--- src/rtl/mem_dump_ctrl.sv ---
// Debug memory dump controller: reads N_WORDS words from data memory and
// streams each one to a UART transmitter, most-significant byte first.
module mem_dump_ctrl #(
    parameter int unsigned NB_DATA = 32,
    parameter int unsigned NB_ADDR = 10,
    parameter int unsigned N_WORDS = 32,
    parameter int unsigned NB_BYTE = 8
) (
    input  logic               i_clock,
    input  logic               i_reset,
    input  logic               i_start,
    input  logic [NB_DATA-1:0] i_data_mem_debug_unit,
    input  logic               i_tx_done,
    output logic [NB_ADDR-1:0] o_addr_mem_debug_unit,
    output logic               o_ctrl_addr_debug_mem,
    output logic               o_ctrl_wr_debug_mem,
    output logic [NB_BYTE-1:0] o_tx_data,
    output logic               o_tx_start,
    output logic               o_busy,
    output logic               o_done
);

    localparam int unsigned N_BYTES = NB_DATA / NB_BYTE;
    localparam int unsigned NB_BCNT = (N_BYTES > 1) ? $clog2(N_BYTES) : 1;
    localparam logic [NB_ADDR-1:0] LAST_ADDR = NB_ADDR'(N_WORDS - 1);
    localparam logic [NB_BCNT-1:0] LAST_BYTE = NB_BCNT'(N_BYTES - 1);

    typedef enum logic [2:0] {
        IDLE,
        ADDR,
        WAIT_MEM,
        LATCH,
        SEND,
        WAIT_TX,
        NEXT,
        DONE
    } state_t;

    state_t               r_state;
    state_t               w_next;
    logic [NB_ADDR-1:0]   r_addr;
    logic [NB_DATA-1:0]   r_shift;
    logic [NB_BCNT-1:0]   r_byte_cnt;
    logic                 r_tx_start;
    logic                 r_done;
    logic                 r_busy;

    always_comb begin
        w_next = r_state;
        case (r_state)
            IDLE:     if (i_start) w_next = ADDR;
            ADDR:     w_next = WAIT_MEM;
            WAIT_MEM: w_next = LATCH;
            LATCH:    w_next = SEND;
            SEND:     w_next = WAIT_TX;
            WAIT_TX:  if (i_tx_done) w_next = (r_byte_cnt == LAST_BYTE) ? NEXT : SEND;
            NEXT:     w_next = (r_addr == LAST_ADDR) ? DONE : ADDR;
            DONE:     w_next = IDLE;
            default:  w_next = IDLE;
        endcase
    end

    // Strobes and busy are decoded from the next state so they are clean
    // flop outputs that line up exactly with the state they belong to.
    always_ff @(posedge i_clock) begin
        if (i_reset) begin
            r_state    <= IDLE;
            r_addr     <= '0;
            r_shift    <= '0;
            r_byte_cnt <= '0;
            r_tx_start <= 1'b0;
            r_done     <= 1'b0;
            r_busy     <= 1'b0;
        end else begin
            r_state    <= w_next;
            r_tx_start <= (w_next == SEND);
            r_done     <= (w_next == DONE);
            r_busy     <= (w_next != IDLE);
            case (r_state)
                IDLE: begin
                    if (i_start) r_addr <= '0;
                end
                LATCH: begin
                    r_shift    <= i_data_mem_debug_unit;
                    r_byte_cnt <= '0;
                end
                WAIT_TX: begin
                    if (i_tx_done) begin
                        r_shift    <= r_shift << NB_BYTE;
                        r_byte_cnt <= r_byte_cnt + 1'b1;
                    end
                end
                NEXT: begin
                    if (r_addr != LAST_ADDR) r_addr <= r_addr + 1'b1;
                end
                default: begin
                end
            endcase
        end
    end

    assign o_addr_mem_debug_unit = r_addr;
    assign o_ctrl_addr_debug_mem = r_busy;
    assign o_ctrl_wr_debug_mem   = 1'b0;
    assign o_tx_data             = r_shift[NB_DATA-1 -: NB_BYTE];
    assign o_tx_start            = r_tx_start;
    assign o_busy                = r_busy;
    assign o_done                = r_done;

endmodule

--- config.mk ---
export PLATFORM = sky130hd
export DESIGN_NAME = mem_dump_ctrl
export DESIGN_NICKNAME = d
export VERILOG_FILES = /design/src/rtl/mem_dump_ctrl.sv
export SDC_FILE = /design/constraint.sdc
export NUM_CORES = 1
export LEC_CHECK = 0
export CAP_MARGIN = 20
export CORE_ASPECT_RATIO = 0.9
export CORE_MARGIN = 2
export CORE_UTILIZATION = 45
export CTS_CLUSTER_DIAMETER = 200
export DETAILED_ROUTE_END_ITERATION = 10
export PLACE_DENSITY = 0.74
export SETUP_SLACK_MARGIN = 0.2
export SLEW_MARGIN = 20
export SYNTH_ARGS = -nofsm -noshare
export SYNTH_HDL_FRONTEND = slang
export SYNTH_SLANG_ARGS = --single-unit
--- constraint.sdc ---
create_clock -name i_clock -period 4 [get_ports i_clock]
set_input_delay 1.2 -clock i_clock [delete_from_list [all_inputs] [get_ports i_clock]]
set_output_delay 1.2 -clock i_clock [all_outputs]
set_load 0.02 [all_outputs]
==> results.toml <==
[clocking]
root_buffer = "clkbuf_8"
cts_buffers = 5
hold_buffers = 0
post_cts_buffers = 0
htreeDepth = 2
cts_tree = "yes"
post_cts_resized = 0
clk_path_buf_depth = 2
clkSinkCount = 50
clk_latency_ps = 300
clk_pin_slew_ps = 90

[timing]
period_needed_ps = 2720
rsz0062_at_grt = "false"
setup_tns_ps = 0
finalHoldViolCount = 0
fin_skew_ps = 5.73
period_share_pct = 68.0
slew_violations = 0
worst_pin_slew_ps = 985
fmax_ghz = 0.368
setup_viol = 0
slew_headroom_pct = 34.1

[final_layout]
final_nets = 356
multiInputGateArea_mm2 = 0.00124
drive_gt1_share_pct = 9.40
fillers = 497
antennaDiodeCount = 0
register_area_mm2 = 0.00100
final_cell_mix = "nand2_1 (56), clkdlybuf4s50_1 (56), dfxtp_1 (50), nor2_1 (38), a311oi_1 (15)"
area_growth_pct = 23.7
fin_area_mm2 = 0.00301

[routing]
drc_errors = 0
first_pass_iters = 4
wl_per_cell_um = 13.4
wl_um = 5160
viasPerCell = 5.39
dr.first_iter.drc_count = 158
vias = 2082
ant_nets = 0

[yosys]
synth_cell_types = 46
synth_edf_count = 0
synthFlopType = "dfxtp_1"
yosysWarnings = 0
yosysSeqAreaShare_pct = 41.1
syn_avg_cell_area_um2 = 8.58
syn_area_mm2 = 0.00244
synth_cells = 284
ys_async_sr_fraction_pct = 0
ys_ff_latch = 50
synth_fp_nets = 322

[worst_setup_path]
r2r_end = "r_shift[25]"
r2r_cells = 6
cpLargestDelayFamily = "simple AND/OR/NAND/NOR gates"
cp-end-kind = "flip-flop"
worstPathRequired_ps = 4230
r2r-start = "r_state[2]"
rrSetupSlack_ps = 1770
critPathKind = "input pin to flip-flop"
worstPathArrival_ps = 2950
critPathMaxFanout = 14
crit_path_cell_trace = "clkdlybuf4s50_1, nor4b_4, nor2_2, or4_1, a21oi_1"
critPathLaunchType = "input pin"
critPathSlowestCell = "or4_1"
worst-path-buf-inv = 1
crit_path_max_incr_delay_ps = 530

[placed_design]
port_buffers = 57
place_congestion = 0.762
dp.final_hpwl_um = 3520
post_dp_cell_area_mm2 = 0.00291

[power_and_ir_drop]
power_density_mw_per_mm2 = 328
peakVddDrop_mv = 0.154
p_leak_nw = 1.02

[floorplan]
rows = 25
start_util_pct = 46.7
fp.dieW_um = 81.6
die-area_mm2 = 0.00602
fp.coreArea_mm2 = 0.00522
ios = 59
fp.dieH_um = 73.8

[global_route]
grt_pass1_wl_um = 8310
grt-ovfl-total = 0
grt_max_degree = 50
antenna_found_initial = 0
grt_util_all_layers_pct = 17.7
grt_pass1_vias = 1846

[hold_path]
min_to = "r_shift[10]"
whs_path_depth = 2
hp-class = "flip-flop to flip-flop"
worstHoldStart = "r_shift[2]"

[run_status]
status = "finished, final reports clean"

[flow_run]
maxCapViolCount = 0
## worst min-delay path, cell delays in order, from the launching register on
cell and delay (ps):
dfxtp_1 320, nand2_1 50, a311oi_1 70
## cells by family (layout without fill, tap and decap cells)
kind of cell | after synthesis | count (layout) | share of synthesized area [%]
adder cells (fa/ha/maj) | 2 | 2 | 1.03
other | 1 | 1 | 0.154
AO/OA/AOI/OAI | 60 | 60 | 21.3
multiplexers | 2 | 2 | 0.821
flip-flops | 50 | 50 | 41.1
AND/OR/NAND/NOR | 133 | 133 | 27.1
XOR/XNOR | 1 | 1 | 0.359
buffers and inverters | 35 | 70 | 8.16
## metrics by stage
stage / setup WS, ps / util (%) / std cells / power, W / hold WS (ps)
after floorplan: 1730 / - / 284 / 0.000636 / 436
after global placement: 1030 / 55.8 / 378 / 0.000686 / 443
after detailed placement: 965 / 55.8 / 378 / 0.000689 / 472
after CTS: 1290 / 57.7 / 386 / 0.00100 / 488
after global routing: 1140 / 57.7 / 386 / 0.00103 / 508
final: 1280 / 57.7 / 386 / 0.000990 / 486
## cells in the mapped netlist, drive strengths merged (3+ instances only)
cell / count / area [um^2]
a21oi: 12 / 63.8
nor3b: 4 / 30.0
buf: 22 / 150
clkbuf: 10 / 37.5
a22oi: 8 / 60.1
nor2: 39 / 149
or3: 4 / 25.0
inv: 3 / 11.3
nor4: 5 / 52.6
dfxtp: 50 / 1000
o31ai: 3 / 22.5
a311oi: 25 / 282
nand2: 56 / 210
and3b: 3 / 26.3
or4: 4 / 30.0
nand3: 3 / 15.0
nor3: 4 / 25.0
nand4: 3 / 18.8
## metal layers
metal | GRT usage (%) | part of all wire [%] | vias up
met5 | 0 | 0 | -
met2 | 28.6 | 45 | 47
met3 | 3.32 | 4.6 | 7
met1 | 23.5 | 49 | 957
met4 | 6.67 | 1.4 | 0
li1 | - | - | 1071
## how the worst max path moves through the flow
stage / endpoint / start / cells past startpoint / slack, ps
floorplan: o_addr_mem_debug_unit[7] / i_start / 5 / 1730
global placement: o_addr_mem_debug_unit[3] / i_start / 5 / 1030
detailed placement: o_addr_mem_debug_unit[5] / i_start / 5 / 970
CTS: o_addr_mem_debug_unit[5] / i_start / 5 / 1290
global route: o_addr_mem_debug_unit[3] / i_start / 5 / 1140
finish: o_addr_mem_debug_unit[5] / i_start / 5 / 1280
## where the power goes
part           switching (W)  leakage (nW)  internal (W)
clock               0.000170        0.0514      0.000143
combinational      0.0000687         0.559     0.0000735
sequential         0.0000194         0.405      0.000516
## flip-flops by register name, summed over array words and instances, names as in the netlist
signal,count
r_shift,32
o_addr_mem_debug_unit,10
r_state,3
r_byte_cnt,2
o_busy,1
o_done,1
o_tx_start,1
## layout make-up
class                           count  share of cell area, %
Clock buffer                        6                   2.74
Clock inverter                      2                  0.581
Inverter                            3                  0.374
Multi-Input combinational cell    199                   41.1
Sequential cell                    50                   33.2
Tap cell                           67                   2.78
Timing Repair Buffer               59                   19.3
No activity file was read; power rests on OpenSTA's default activity.
